<file path="src/rtl/mem_stage_if.sv">
// Bundle between the EXE/MEM register, the memory stage and the MEM/WB register.
// The upstream side (master) drives the *_In signals and obeys Ready.
interface mem_stage_if;
  logic        WB_En_In;
  logic        Mem_R_En_In;
  logic        Mem_W_En_In;
  logic [3:0]  Dest_In;
  logic [31:0] ALU_Res_In;
  logic [31:0] Val_Rm_In;
  logic        Ready;
  logic        WB_En_Out;
  logic        Mem_R_En_Out;
  logic [3:0]  Dest_Out;
  logic [31:0] ALU_Res_Out;
  logic [31:0] Mem_Data_Out;

  modport master (
    output WB_En_In, Mem_R_En_In, Mem_W_En_In, Dest_In, ALU_Res_In, Val_Rm_In,
    input  Ready, WB_En_Out, Mem_R_En_Out, Dest_Out, ALU_Res_Out, Mem_Data_Out
  );

  modport slave (
    input  WB_En_In, Mem_R_En_In, Mem_W_En_In, Dest_In, ALU_Res_In, Val_Rm_In,
    output Ready, WB_En_Out, Mem_R_En_Out, Dest_Out, ALU_Res_Out, Mem_Data_Out
  );
endinterface

</file>
<file path="src/rtl/mem_stage.sv">
// Pipeline memory stage: word loads/stores on a fixed-latency data memory,
// stalling upstream via Ready, and registering the MEM/WB bundle.
module mem_stage #(
  parameter int DEPTH     = 64,
  parameter int BASE_ADDR = 1024,
  parameter int LATENCY   = 3
) (
  input  logic       clk,
  input  logic       rst,
  mem_stage_if.slave bus
);
  localparam int AW = $clog2(DEPTH);
  localparam int CW = (LATENCY > 1) ? $clog2(LATENCY) : 1;
  localparam logic [CW-1:0] CNT_INIT = CW'(LATENCY - 1);

  typedef enum logic [1:0] {IDLE, WAIT, DONE} state_t;

  state_t        state_q, state_d;
  logic [CW-1:0] counter_q, counter_d;
  logic          wb_en_q, wb_en_d;
  logic          mem_r_en_q, mem_r_en_d;
  logic [3:0]    dest_q, dest_d;
  logic [31:0]   alu_res_q, alu_res_d;
  logic [31:0]   mem_data_q, mem_data_d;
  logic [31:0]   mem_q [DEPTH];

  logic          req;
  logic          ready;
  logic          wr_en;
  logic [AW-1:0] idx;

  assign req = bus.Mem_R_En_In | bus.Mem_W_En_In;
  // Byte offset from the base, word-aligned, wrapping modulo DEPTH.
  assign idx = AW'((bus.ALU_Res_In - 32'(BASE_ADDR)) >> 2);

  always_comb begin
    state_d    = state_q;
    counter_d  = counter_q;
    wb_en_d    = wb_en_q;
    mem_r_en_d = mem_r_en_q;
    dest_d     = dest_q;
    alu_res_d  = alu_res_q;
    mem_data_d = mem_data_q;
    ready      = 1'b0;
    wr_en      = 1'b0;
    case (state_q)
      IDLE: begin
        if (!req) begin
          ready      = 1'b1;
          wb_en_d    = bus.WB_En_In;
          mem_r_en_d = bus.Mem_R_En_In;
          dest_d     = bus.Dest_In;
          alu_res_d  = bus.ALU_Res_In;
          mem_data_d = '0;
        end else begin
          counter_d = CNT_INIT;
          state_d   = (LATENCY == 1) ? DONE : WAIT;
        end
      end
      WAIT: begin
        counter_d = counter_q - CW'(1);
        if (counter_q == CW'(1)) state_d = DONE;
      end
      DONE: begin
        // Read sees the pre-write word when load and store coincide.
        ready      = 1'b1;
        wr_en      = bus.Mem_W_En_In;
        wb_en_d    = bus.WB_En_In;
        mem_r_en_d = bus.Mem_R_En_In;
        dest_d     = bus.Dest_In;
        alu_res_d  = bus.ALU_Res_In;
        mem_data_d = bus.Mem_R_En_In ? mem_q[idx] : '0;
        state_d    = IDLE;
      end
      default: state_d = IDLE;
    endcase
  end

  always_ff @(posedge clk or negedge rst) begin
    if (!rst) begin
      state_q    <= IDLE;
      counter_q  <= '0;
      wb_en_q    <= 1'b0;
      mem_r_en_q <= 1'b0;
      dest_q     <= '0;
      alu_res_q  <= '0;
      mem_data_q <= '0;
    end else begin
      state_q    <= state_d;
      counter_q  <= counter_d;
      wb_en_q    <= wb_en_d;
      mem_r_en_q <= mem_r_en_d;
      dest_q     <= dest_d;
      alu_res_q  <= alu_res_d;
      mem_data_q <= mem_data_d;
    end
  end

  always_ff @(posedge clk) begin
    if (wr_en) mem_q[idx] <= bus.Val_Rm_In;
  end

  assign bus.Ready        = ready;
  assign bus.WB_En_Out    = wb_en_q;
  assign bus.Mem_R_En_Out = mem_r_en_q;
  assign bus.Dest_Out     = dest_q;
  assign bus.ALU_Res_Out  = alu_res_q;
  assign bus.Mem_Data_Out = mem_data_q;
endmodule
</file>
<file path="src/flat_wrapper.sv">
// flat-port wrapper written by rule: the top's interface ports become plain ports
module mem_stage_flat 
#(
  parameter int DEPTH     = 64,
  parameter int BASE_ADDR = 1024,
  parameter int LATENCY   = 3
)
  (clk, rst, bus_WB_En_In, bus_Mem_R_En_In, bus_Mem_W_En_In, bus_Dest_In, bus_ALU_Res_In, bus_Val_Rm_In, bus_Ready, bus_WB_En_Out, bus_Mem_R_En_Out, bus_Dest_Out, bus_ALU_Res_Out, bus_Mem_Data_Out);
  mem_stage_if bus_i ();
  input  logic clk;
  input  logic rst;
  input wire logic [$bits(bus_i.WB_En_In)-1:0] bus_WB_En_In;
  input wire logic [$bits(bus_i.Mem_R_En_In)-1:0] bus_Mem_R_En_In;
  input wire logic [$bits(bus_i.Mem_W_En_In)-1:0] bus_Mem_W_En_In;
  input wire logic [$bits(bus_i.Dest_In)-1:0] bus_Dest_In;
  input wire logic [$bits(bus_i.ALU_Res_In)-1:0] bus_ALU_Res_In;
  input wire logic [$bits(bus_i.Val_Rm_In)-1:0] bus_Val_Rm_In;
  output wire logic [$bits(bus_i.Ready)-1:0] bus_Ready;
  output wire logic [$bits(bus_i.WB_En_Out)-1:0] bus_WB_En_Out;
  output wire logic [$bits(bus_i.Mem_R_En_Out)-1:0] bus_Mem_R_En_Out;
  output wire logic [$bits(bus_i.Dest_Out)-1:0] bus_Dest_Out;
  output wire logic [$bits(bus_i.ALU_Res_Out)-1:0] bus_ALU_Res_Out;
  output wire logic [$bits(bus_i.Mem_Data_Out)-1:0] bus_Mem_Data_Out;
  assign bus_i.WB_En_In = bus_WB_En_In;
  assign bus_i.Mem_R_En_In = bus_Mem_R_En_In;
  assign bus_i.Mem_W_En_In = bus_Mem_W_En_In;
  assign bus_i.Dest_In = bus_Dest_In;
  assign bus_i.ALU_Res_In = bus_ALU_Res_In;
  assign bus_i.Val_Rm_In = bus_Val_Rm_In;
  assign bus_Ready = bus_i.Ready;
  assign bus_WB_En_Out = bus_i.WB_En_Out;
  assign bus_Mem_R_En_Out = bus_i.Mem_R_En_Out;
  assign bus_Dest_Out = bus_i.Dest_Out;
  assign bus_ALU_Res_Out = bus_i.ALU_Res_Out;
  assign bus_Mem_Data_Out = bus_i.Mem_Data_Out;
  mem_stage #(.DEPTH(DEPTH), .BASE_ADDR(BASE_ADDR), .LATENCY(LATENCY)) u_core (.clk(clk), .rst(rst), .bus(bus_i));
endmodule
</file>
<file path="config.mk">
export PLATFORM = sky130hd
export DESIGN_NAME = mem_stage_flat
export DESIGN_NICKNAME = d
export VERILOG_FILES = /design/src/rtl/mem_stage_if.sv /design/src/rtl/mem_stage.sv /design/src/flat_wrapper.sv
export SDC_FILE = /design/constraint.sdc
export NUM_CORES = 2
export LEC_CHECK = 0
export CAP_MARGIN = 20
export CORE_AREA = 2 2 453 567
export CTS_BUF_LIST = sky130_fd_sc_hd__clkbuf_16
export CTS_CLUSTER_SIZE = 30
export DETAILED_ROUTE_END_ITERATION = 16
export DIE_AREA = 0 0 455 569
export PLACE_DENSITY = 0.43
export SLEW_MARGIN = 20
export SYNTH_ARGS = -nofsm -noshare
export SYNTH_HDL_FRONTEND = slang
export SYNTH_SLANG_ARGS = --single-unit
export TNS_END_PERCENT = 50
</file>
<file path="constraint.sdc">
create_clock -name clk -period 7.5 [get_ports clk]
set_clock_uncertainty 0.2 [all_clocks]
set_input_delay 1.5 -clock clk [delete_from_list [all_inputs] [get_ports clk]]
set_output_delay 1.5 -clock clk [all_outputs]
set_load 0.01 [all_outputs]
</file>
# Word-level counts from Yosys, hierarchy flattened

Memory sizes are Yosys's and may differ from the RTL's.
Index checks and enable logic that the tools add are counted.

Register bits: 74
Bits in writable memories: 2048
Input port bits: 73
Memories kept: 1

$add $sub $neg: 2
Equality and inequality tests: 6
Multiplexer cells: 21
Bitwise logic cells: 1
Reductions and logical operators: 6

Memory list:

| memory       | words | width | read ports | clocked after memory_dff | write ports | RTL line        | RTL |
|---|---|---|---|---|---|---|---|
| u_core.mem_q | 64    | 32    | 1          | 0                        | 1           | mem_stage.sv:25 | `logic [31:0] mem_q [DEPTH];` |

Operators by type and width:

| cell                                                                | count |
|---|---|
| 32-bit one-hot mux with 2 select lines                              | 2 |
| 32-bit two-way mux                                                  | 3 |
| 2-bit one-hot mux with 2 select lines                               | 2 |
| 4-bit one-hot mux with 2 select lines                               | 1 |
| 8-bit by 1-bit subtractor with 8-bit output (second input constant) | 1 |
| 1-bit two-way mux                                                   | 6 |
| 2-bit two-way mux                                                   | 3 |
| 1-bit one-hot mux with 2 select lines                               | 3 |
| 2-bit AND reduction                                                 | 3 |
| 2-bit by 1-bit == test with 1-bit output (second input constant)    | 2 |
| 4-bit two-way mux                                                   | 1 |
| 2-bit by 1-bit != test with 1-bit output (second input constant)    | 2 |
| 2-bit nonzero test                                                  | 2 |
| 2-bit == test (second input constant)                               | 1 |
| 2-bit zero test                                                     | 1 |
| 2-bit != test (second input constant)                               | 1 |
| 2-bit by 1-bit subtractor with 2-bit output (second input constant) | 1 |
| 1-bit OR                                                            | 1 |

# Longest topological paths before layout

Depth in word-level cells: 4
Mapped depth: 11

# Worst setup path before layout

No wires, ideal clock.

Kind: input -> register
From: in bus_ALU_Res_In[4]
To: mem u_core.mem_q[29][0], enable pin
Setup time: 0.421 ns
Arrival time: 4.284 ns
Data required time: 6.879 ns
Path slack: 2.595 ns
Stages: 9
Cells stage by stage: buf_2 buf_4 buf_4 buf_6 buf_2 buf_2 and3_1 nand2_1 nor2_1

Longest elaborated chain between the ends: 1

RTL lines:

| what                                        | RTL line           | RTL |
|---|---|---|
| start, declared                             | flat_wrapper.sv:16 | `input wire logic [$bits(bus_i.ALU_Res_In)-1:0] bus_ALU_Res_In;` |
| 8-bit by 1-bit subtractor with 8-bit output | mem_stage.sv:34    | `assign idx = AW'((bus.ALU_Res_In - 32'(BASE_ADDR)) >> 2);` |
| end, declared                               | mem_stage.sv:25    |  |

Every way passes these cells.

# Worst setup path after layout

From: in bus_Mem_W_En_In
To: out bus_Ready

Longest elaborated chain between the ends: 3

RTL lines:

| what                                  | RTL line           | RTL |
|---|---|---|
| start, declared                       | flat_wrapper.sv:14 | `input wire logic [$bits(bus_i.Mem_W_En_In)-1:0] bus_Mem_W_En_In;` |
| 1-bit OR                              | mem_stage.sv:32    | `assign req = bus.Mem_R_En_In \| bus.Mem_W_En_In;` |
| 1-bit two-way mux                     | mem_stage.sv:48    | `if (!req) begin` |
| 1-bit one-hot mux with 2 select lines | mem_stage.sv:46    | `case (state_q)` |
| end, declared                         | flat_wrapper.sv:18 | `output wire logic [$bits(bus_i.Ready)-1:0] bus_Ready;` |

Every way passes these cells.

==> run metrics <==
drt first pass iters=7; Max Freq=193.9 MHz; fin crit share=0.6878; Die Area=258900 um2; Synthesized Nets=4432; register area share after synthesis=0.7844; CTS tree=built; vias in the first global route=43201; synth warn=0; layout cell share with drive strength beyond 1=0.1518; Cell Area, Synth=80770 um2; Worst EP arrival=3.46 ns; Routed Antenna Nets=0; Post-synth EDFFs=2048; final std cells w/o fill=8104; M2 GR Usage=0.3270; Crit. End Element=output port; Clock Sinks=2122; Gate power share=0.069; Critical R2R Launch=u_core.state_q[1]$_DFFE_PN0P_; Cells after Synth=4358; Slew headroom=0.3105; commonest register cell after synthesis=edfxtp_1; sequential fraction of design power=0.519; P_leak=0.03023 uW; first-pass GRT wire length=351.3 mm; Max Cap Violations=0; Setup Fix Bufs, Post-CTS=0; CTS Buffer Depth=4; Synth Register Bits=2122; Synth area leaders=edfxtp_1 76%, mux2i_1 5.4%, mux4_2 3.7%, a22oi_1 2.4%, dfrtp_1 2.3%; Post-route DRC=0; chip width=455 um; Syn Area/Cell=18.53 um2; Synth top area share=0.7614; Initial Util=0.3185; Clock transition at path regs=0.06 ns; Final Util=0.3700; Via density=5.298; DR WL/cell=31.14 um; Final setup viols=0; sequential cell area=63350 um2; status=finished, final reports clean; nets=4661; Row Count=207; most frequent cells after synthesis=2048 x edfxtp_1, 438 x mux2i_1, 258 x a22oi_1; Placement Cell Area=86950 um2; GP Congestion=0.8687; DR iter-0 viols=4301; core area=253600 um2; vias=42938; met3 Track Usage GR=0.02915; Switch Pwr=5803 uW; number of distinct library cells after synthesis=53; CP Launch Type=input port; Min Hold Slack=0.2777 ns; antenna violations before repair=20; Worst Hold Launch=u_core.bus.Dest_Out[3]$_DFFE_PN0P_; CTS Buf Count=217; cts repair resizes=0; clock power share=0.413; RSZ-0062 raised after global routing=no; multi-input logic area=16490 um2; final hold vios=0; Routed WL=252.3 mm; Syn-to-layout area delta=16.15%; Max VDD drop=0.0001900 V; reg2reg setup slack=3.73 ns; GR Overflow Total=0; critical path class=in -> out; Clk Latency, worst-skew pair=0.87 ns; share of synthesized registers carrying an async set or reset=0.03487; post-synth top area cell=edfxtp_1; Die Ht=569 um; Final Cell Area=93810 um2; Max Fanout on Critical Path=44; top-count cell post-synth=edfxtp_1; Worst Tran Pin Value=1.032 ns; H-Tree Depth=4; DP Wirelength=154.3 mm; crit path from=bus_Mem_W_En_In; Pint=19690 uW; setup TNS=0 ns; switch share=0.2276; pwr/cell area=271.8 nW/um2; grt peak-use layer=met2; Placed Cells=7709; IO Port Bufs=143; Worst Path Required=5.80 ns; max-slew violation count=0; M1 GR Usage=0.2558; Hold Buf Count CTS=0; # IOs=144; fillers=23306; fin crit period=5.158 ns; pin count of the biggest net entering global routing=137; Hold Crit Class=reg -> reg; root buf cell=clkbuf_16; gr usage total=0.1914
==> final timing paths <==
check	end	depth (start not counted)
max	bus_Ready	5
min	u_core.bus.Dest_Out[3]$_DFFE_PN0P_	2
max reg2reg	u_core.mem_q[0][9]$_DFFE_PP_	6
min reg2reg	u_core.bus.Dest_Out[3]$_DFFE_PN0P_	2
max in group asynchronous	u_core.bus.Mem_Data_Out[5]$_DFFE_PN0P_	2
min in group asynchronous	u_core.bus.ALU_Res_Out[22]$_DFFE_PN0P_	1
==> area by class of cell <==
| cell class | instances | area share |
|---|---|---|
| Antenna cell | 4 | 0.0001067 |
| Clock buffer | 219 | 0.05842 |
| Clock inverter | 169 | 0.01399 |
| Inverter | 3 | 0.0001200 |
| Multi-Input combinational cell | 1932 | 0.1758 |
| Sequential cell | 2122 | 0.6753 |
| Tap cell | 3344 | 0.04460 |
| Timing Repair Buffer | 311 | 0.03169 |
==> flip-flops by register name, summed over array words and instances (netlist names) <==
register / count
u_core.mem_q: 2048
u_core.bus.ALU_Res_Out: 32
u_core.bus.Mem_Data_Out: 32
u_core.bus.Dest_Out: 4
u_core.counter_q: 2
u_core.state_q: 2
u_core.bus.Mem_R_En_Out: 1
u_core.bus.WB_En_Out: 1
==> per-stage QoR <==
step,total power (uW),setup slack [ns]
floorplan,14240,2.595
global placement,15250,1.964
detailed placement,15250,1.952
CTS,25780,2.346
global route,26300,2.307
finish,25500,2.342
==> cells by family after synthesis <==
kind of cell,share of synthesized area
compound gates,0.08559
fa+ha+maj,0.0001549
buf+inv,0.01819
flops,0.7844
mux,0.09123
simple gates,0.02048
==> per-layer routing <==
layer	up-vias	wire [um]
li1	18482	-
met1	22841	106500
met2	1323	126900
met3	290	13190
met4	2	5709
met5	-	13
==> power groups by stage <==
| stage | Clock (uW) | Combinational (uW) | Sequential (uW) |
|---|---|---|---|
| after floorplan | 0 | 747 | 13500 |
| after global placement | 0 | 1780 | 13500 |
| after detailed placement | 0 | 1780 | 13500 |
| after CTS | 10800 | 1780 | 13200 |
| after global routing | 11200 | 1870 | 13200 |
| final | 10500 | 1750 | 13200 |
==> critical path: stages <==
cell,delay [ns]
clkdlybuf4s50_1,0.55
o21bai_1,0.28
nand2b_4,0.34
inv_1,0.19
clkdlybuf4s50_1,0.56
==> placed cells by master (no fill, tap or decap), drive strengths merged, types with 4 or more instances in the layout <==
cell type,n
o211ai,27
a22oi,258
o21ai,101
a22o,32
diode,4
bufinv,20
nand4,29
a221oi,124
mux2i,438
a211oi,29
o221ai,5
edfxtp,2048
nor2b,5
a2bb2oi,28
clkinvlp,7
o22ai,225
inv,43
dfrtp,74
nand2,165
nand2b,5
clkbuf,219
nand3,7
nor2,101
clkdlybuf4s50,107
or4,28
a21oi,127
and2,4
mux4,132
o22a,28
clkinv,102
buf,204
Note: power is estimated with default switching activity, not from simulation.
